## src/rtl/expr_eval.sv

```systemverilog
// Evaluates single-digit '+'/'*' ASCII expressions with '*' before '+'; flags malformed input.
// Latency: the '=' sampled at an edge shows result/done after that edge; no bubble before the next expression.
// Backpressure: none; one character per cycle when in_valid is high, and in_valid low holds all state.
module expr_eval (
  input  logic        clk,
  input  logic        clr,
  input  logic [7:0]  in,
  input  logic        in_valid,
  output logic [31:0] result,
  output logic        done,
  output logic        err
);

  typedef enum logic [2:0] {
    FIRST = 3'd0,
    OP    = 3'd1,
    DIG   = 3'd2,
    DONE  = 3'd3,
    ERR   = 3'd4
  } state_t;

  localparam logic [7:0] CH_PLUS = 8'h2b;
  localparam logic [7:0] CH_STAR = 8'h2a;
  localparam logic [7:0] CH_EQ   = 8'h3d;
  localparam logic [7:0] CH_0    = 8'h30;
  localparam logic [7:0] CH_9    = 8'h39;

  state_t      state, state_nxt;
  logic [31:0] sum, sum_nxt;
  logic [31:0] term, term_nxt;
  logic        last_mul, last_mul_nxt;   // 1: last operator was '*', 0: '+'
  logic [31:0] result_nxt;

  logic        is_dig;
  logic [31:0] dval;
  logic [31:0] prod;

  // ASCII '0'..'9' carry their value in the low nibble.
  assign is_dig = (in >= CH_0) && (in <= CH_9);
  assign dval   = {28'd0, in[3:0]};
  assign prod   = term * dval;

  // Flags decode straight from the registered state so reset clears them at once.
  assign done = (state == DONE);
  assign err  = (state == ERR);

  // State and datapath registers.
  always_ff @(posedge clk or negedge clr) begin
    if (!clr) begin
      state    <= FIRST;
      sum      <= 32'd0;
      term     <= 32'd0;
      last_mul <= 1'b0;
      result   <= 32'd0;
    end else begin
      state    <= state_nxt;
      sum      <= sum_nxt;
      term     <= term_nxt;
      last_mul <= last_mul_nxt;
      result   <= result_nxt;
    end
  end

  // Next-state and datapath update for each accepted character.
  always_comb begin
    state_nxt    = state;
    sum_nxt      = sum;
    term_nxt     = term;
    last_mul_nxt = last_mul;
    result_nxt   = result;
    if (in_valid) begin
      case (state)
        FIRST, DONE: begin
          if (is_dig) begin
            sum_nxt   = 32'd0;
            term_nxt  = dval;
            state_nxt = OP;
          end else begin
            state_nxt = ERR;
          end
        end
        OP: begin
          if (in == CH_PLUS || in == CH_STAR) begin
            last_mul_nxt = (in == CH_STAR);
            state_nxt    = DIG;
          end else if (in == CH_EQ) begin
            result_nxt = sum + term;
            state_nxt  = DONE;
          end else begin
            state_nxt = ERR;
          end
        end
        DIG: begin
          if (is_dig) begin
            if (last_mul) begin
              term_nxt = prod;
            end else begin
              sum_nxt  = sum + term;
              term_nxt = dval;
            end
            state_nxt = OP;
          end else begin
            state_nxt = ERR;
          end
        end
        ERR: begin
          if (in == CH_EQ) state_nxt = FIRST;
        end
        default: state_nxt = FIRST;
      endcase
    end
  end

endmodule

```

## config.mk

```make
export PLATFORM = sky130hd
export DESIGN_NAME = expr_eval
export DESIGN_NICKNAME = d
export VERILOG_FILES = /design/src/rtl/expr_eval.sv
export SDC_FILE = /design/constraint.sdc
export NUM_CORES = 1
export LEC_CHECK = 0
export ABC_AREA = 1
export CAP_MARGIN = 25
export CELL_PAD_IN_SITES_DETAIL_PLACEMENT = 0
export CELL_PAD_IN_SITES_GLOBAL_PLACEMENT = 1
export CORE_AREA = 2 2 188 153
export DETAILED_ROUTE_END_ITERATION = 7
export DIE_AREA = 0 0 190 155
export GPL_TIMING_DRIVEN = 0
export PLACE_DENSITY_LB_ADDON = 0.1
export RECOVER_POWER = 50
export SETUP_SLACK_MARGIN = 0.02
export SYNTH_ARGS = -nofsm -noshare
export SYNTH_HDL_FRONTEND = slang
export SYNTH_SLANG_ARGS = --single-unit
```

## constraint.sdc

```tcl
create_clock -name clk -period 2.9 [get_ports clk]
set_input_delay 0.58 -clock clk [delete_from_list [all_inputs] [get_ports clk]]
set_output_delay 0.58 -clock clk [all_outputs]
set_load 0.02 [all_outputs]
```

# Word-level counts from Yosys, hierarchy flattened
# Cells that the tools add are included.
[op_classes]
magnitude_cmp = 2
add_sub_neg = 1
shift = 0
n_div = 0
mul = 1
bitwise = 1
n_mux = 13
n_reduce_logical = 11
n_eq_ne = 11
[ops]
columns = ["operator", "n"]
rows = [
  ["2-to-1 mux 32 bit", 6],
  ["one-hot mux 32 bit (2 select lines)", 2],
  ["adder 32 bit", 1],
  ["multiplier 32 x 4 -> 32 bit", 1],
  ["== test 8 x 6 -> 1 bit (second input constant)", 3],
  ["2-to-1 mux 3 bit", 4],
  ["one-hot mux 3 bit (3 select lines)", 1],
  ["greater-or-equal comparator 8 x 6 -> 1 bit (second input constant)", 1],
  ["less-or-equal comparator 8 x 6 -> 1 bit (second input constant)", 1],
  ["AND reduction 4 bit", 2],
  ["== test 3 x 2 -> 1 bit (second input constant)", 2],
  ["inequality test 2 bit (second input constant)", 3],
  ["AND reduction 5 bit", 1],
  ["== test 3 x 1 -> 1 bit (second input constant)", 1],
  ["== test 3 bit (second input constant)", 1],
  ["zero test 3 bit", 1],
  ["AND reduction 3 bit", 1],
  ["OR reduction 3 bit", 1],
  ["inequality test 2 x 1 -> 1 bit (second input constant)", 1],
  ["AND reduction 2 bit", 1],
  ["nonzero test 2 bit", 1],
  ["OR reduction 2 bit", 1],
  ["logical AND 1 bit", 1],
  ["logical OR 1 bit", 1],
  ["NOT 1 bit", 1],
]
[word_totals]
memories = 0
reg_bits = 100
rom_bits = 0
ramBits = 0
inputBits = 11
elab_cells = 45
latch_bits = 0

# Depth between registers and ports, before layout
[depth]
word_depth = 4
ltp_mapped = 20
mapped_depth_nobuf = 18

# Least setup slack after synthesis
# Ideal clock, no wire load.
[synth_timing]
kind = "in2reg"
startpoint = "input port in[3]"
endpoint = "register term[30]"
setup_ns = 0.117
required_time_ns = 2.783
cell_stages = 16
setup_slack_ns = -0.692
arrival_time_ns = 3.475
path_buffers = 2
path_cell_list = "clkbuf_1 > clkbuf_1 > nand2_1 > fa_1 > fa_1 > fa_1 > inv_1 > nand3_1 > nand3_1 > nand2_1 > nand3_1 > nand2_1 > nand2_1 > nand2_1 > nand3_1 > nand2_1"
[synth_between]
elab_chain_len = 4
word_cells_on_any_way = 10
[synth_lines]
columns = ["item", "line_no", "rtl"]
rows = [
  ["start: declaration", "7", "input logic [7:0] in,"],
  ["multiplier 32 x 4 -> 32 bit, or another cell as far along", "41", "assign prod = term * dval;"],
  ["2-to-1 mux 32 bit or logical AND 1 bit (tied branches)", "95, 39", ""],
  ["2-to-1 mux 32 bit or inequality test 2 bit (tied branches)", "-", ""],
  ["one-hot mux 32 bit (2 select lines) or AND reduction 4 bit (tied branches)", "-", ""],
  ["end signal: assignment", "58", "term <= term_nxt;"],
  ["end: declaration", "30", "logic [31:0] term, term_nxt;"],
]
# Parallel ways exist; a longest one is shown, timed or not. The select of a mux whose other input is x is not followed.
# A chain may end at the register's enable or synchronous reset.

# Worst setup path after layout
[layout_timing]
startpoint = "input port in[3]"
endpoint = "register term[19]"
# The elaborated chain is that of the path after synthesis.

==> summary.md <==
| Metric | Value |
|---|---|
| Worst relative slew slack | 0.181 |
| Syn Nets | 1,921 |
| Setup WS post-layout | -0.259 ns |
| Reg2Reg Depth | 17 |
| Status | complete, but fails checks |
| Vias per cell | ~4.7 |
| Worst path required time | 3.16 ns |
| Yosys top cell area share | 0.263 |
| Worst R2R Start | term[8]$_DFFE_PN0P_ |
| Worst reg2reg endpoint | term[19]$_DFFE_PN0P_ |
| I/O Buffers | 41 |
| Max Fclk | between 0.3 and 0.4 GHz |
| Final Hold Viols | 0 |
| Peak VDD IR | 0.000364 V |
| Pleak | about 9 nW |
| Post-Route Skew | between 0.015 and 0.02 ns |
| Syn-to-layout area delta | 33.9% |
| Residual DRC count | 0 |
| Placed insts | 2,201 |
| Via Count | ~11,000 |
| NumNets Final | about 2,100 |
| Synth area leaders | nand2_1, dfrtp_1, inv_1 |
| Gpl congestion | a little under 0.9 |
| Final setup vio count | 23 |
| Setup Crit Path Kind | primary input to flop |
| Starting DRT DRC Count | between 700 and 800 |
| Clock Tree Buf Depth | 2 |
| Netlist Area Pre-Place | between 10,000 and 15,000 µm² |
| CTS tree | done |
| CTS root buffer | clkbuf_16 |
| Total gr overflow | 0 |
| Syn_area_per_cell | approximately 6.1 µm² |
| Hold crit path type | primary input to asynchronous set/reset pin |
| Post-synth EDFFs | 0 |
| Synth Register Bits | 100 |
| Clock-pin slew on the worst setup and hold paths | 0.07 ns |
| Cts hold-fix bufs | 0 |
| H-tree Lvls | 3 |
| First-pass GRT wire length | approximately 56,000 µm |
| Synth area leader | nand2_1 |
| CP Launch Type | primary input |
| Violated checks | setup timing |
| Number of global-route vias before repair | ~10,000 |
| Die width | 190 µm |
| Antenna diode count | 0 |
| TNS Setup | -2.93 ns |
| GRT Resource Usage Total | 0.250 |
| Die Y | 155 µm |
| Netlist cell types | 37 |
| Hpwl dp | 27,600 µm |
| Most frequent cells after synthesis | nand2_1, inv_1, nand3_1, dfrtp_1, nor2_1 |
| Clk_lat worst skew | around 0.38 ns |
| CP Max Fanout | 8 |
| RSZ-0062 raised after global routing | true |
| Largest net degree at the start of global routing | 57 |
| PwrDens | 262 nW/µm² |
| Total clock sinks | 100 |
| Initial antenna violation count | 0 |
| Most frequent cell after synthesis | nand2_1 |
| Max cap viols | 0 |
| Worst reg2reg setup slack | -0.25 ns |
| Io pins | 45 |
| DR pass1 iterations | 7 |
| Ys async rst share | 1.00 |
| Final slew viol count | 0 |
| Core outline area | 27,700 µm² |
| Share of post-route cells with drive strength above 1 | 0.242 |
| Cell row count | 55 |
| Fin crit share | 1.09 |
| Die footprint | 29,500 µm² |
| Finished Layout Cells | 2,299 |
| Antenna Nets Post-Route | 0 |
| Starting Density | 0.393 |
| Main synth FF type | dfrtp_1 |
| Cells after Synth | 1,789 |
| WP data arrival | 3.42 ns |
| Sequential fraction of the synthesis area | 0.230 |
| Wire length per cell | 15.7 µm |
| Critical Path Start | in[3] |
| WL final | 36,100 µm |
| Slew @ Worst Pin | 1.23 ns |
| Synth Warn # | 0 |
| CP Capture Type | flop |
| CTS Buf Count | 9 |
| Post-route minimum period | about 3.2 ns |
| Worst hold margin | 0.450 ns |
report_power, final:
group	leakage, nW	internal, mW	switching, mW
Sequential	1.35	1.43	0.0496
Combinational	7.34	0.477	0.619
Clock	0.136	0.612	0.633
Total	8.82	2.52	1.30
worst max path at each step:
stage | slack, ns | to | cells after the start
2_1_floorplan | -0.28 | term[27]$_DFFE_PN0P_ | 19
3_3_place_gp | -3.10 | term[4]$_DFFE_PN0P_ | 1
3_5_place_dp | -1.52 | term[27]$_DFFE_PN0P_ | 19
4_1_cts | -0.16 | term[27]$_DFFE_PN0P_ | 17
5_1_grt | -0.34 | term[19]$_DFFE_PN0P_ | 17
6_report | -0.26 | term[19]$_DFFE_PN0P_ | 19
placed cells by master, fill, tap and decap left out, types with 8 or more instances in the layout:
cell type,n
nand3_4,9
nand3_1,78
ha_4,28
nand2_1,644
clkbuf_1,8
clkdlybuf4s50_1,37
a21oi_1,26
xor2_1,14
nand2_2,75
inv_1,342
nor2_4,18
inv_2,77
clkbuf_16,20
buf_6,13
nand4_1,11
dfrtp_1,75
o21ai_1,19
dfrtp_2,25
fa_1,57
buf_4,61
nand3_2,18
ha_1,34
nor2_1,73
nand2_4,46
buf_2,10
what timing repair did:
action	CTS	global route
setup endpoints to repair	29	25
resized for setup	175	153
cloned	9	1
buffers inserted	46	28
pin swaps	69	91
through the flow:
stage	cell area [µm²]	setup WS, ns	total power, mW	util
detailed placement	12500	-1.52	2.33	0.452
CTS	13900	-0.164	3.78	0.502
global placement	12500	-3.10	2.31	0.451
global route	14600	-0.336	4.01	0.526
finish	14600	-0.259	3.82	0.526
floorplan	11600	-0.281	2.08	-
critical path, stage by stage:
cell and delay, ns:
buf_16 0.13, clkbuf_16 0.17, nand2_4 0.06, inv_2 0.04, fa_1 0.54, inv_2 0.04
fa_1 0.51, inv_2 0.05, ha_4 0.32, nand2_4 0.08, inv_4 0.08, nand2_4 0.07
nor3_4 0.18, buf_6 0.15, nand3_2 0.11, nand3_2 0.10, nand2_1 0.06, nand3_2 0.07
nand2_1 0.05
cell type report:
type / instances / area [µm²]
Sequential cell: 100 / 2530
Timing Repair Buffer: 125 / 1230
Clock buffer: 11 / 243
Multi-Input combinational cell: 1231 / 8120
Fill cell: 2793 / 13100
Clock inverter: 5 / 35.0
Inverter: 425 / 1610
Tap cell: 370 / 463
Buffer: 32 / 359
cell families (layout without fill, tap and decap cells):
| logic type | after synthesis | after routing | share of synthesized area |
|---|---|---|---|
| AND/OR/NAND/NOR | 1005 | 1005 | 0.370 |
| buffers and inverters | 458 | 598 | 0.161 |
| adder cells (fa/ha/maj) | 121 | 121 | 0.179 |
| flip-flops | 100 | 100 | 0.230 |
| AO/OA/AOI/OAI | 77 | 77 | 0.0382 |
| XOR/XNOR | 27 | 27 | 0.0217 |
| multiplexers | 1 | 1 | 0.000918 |
flip-flops by register name (all words and copies together) (netlist names):
register	count
term	32
result	32
last_mul	1
state	3
sum	32
per-layer routing:
metal / part of all wire / track usage
met1: 0.52 / 0.383
met2: 0.42 / 0.374
met3: 0.044 / 0.0323
met4: 0.012 / 0.0487
met5: 0 / 0
Note: power is estimated with default switching activity, not from simulation.
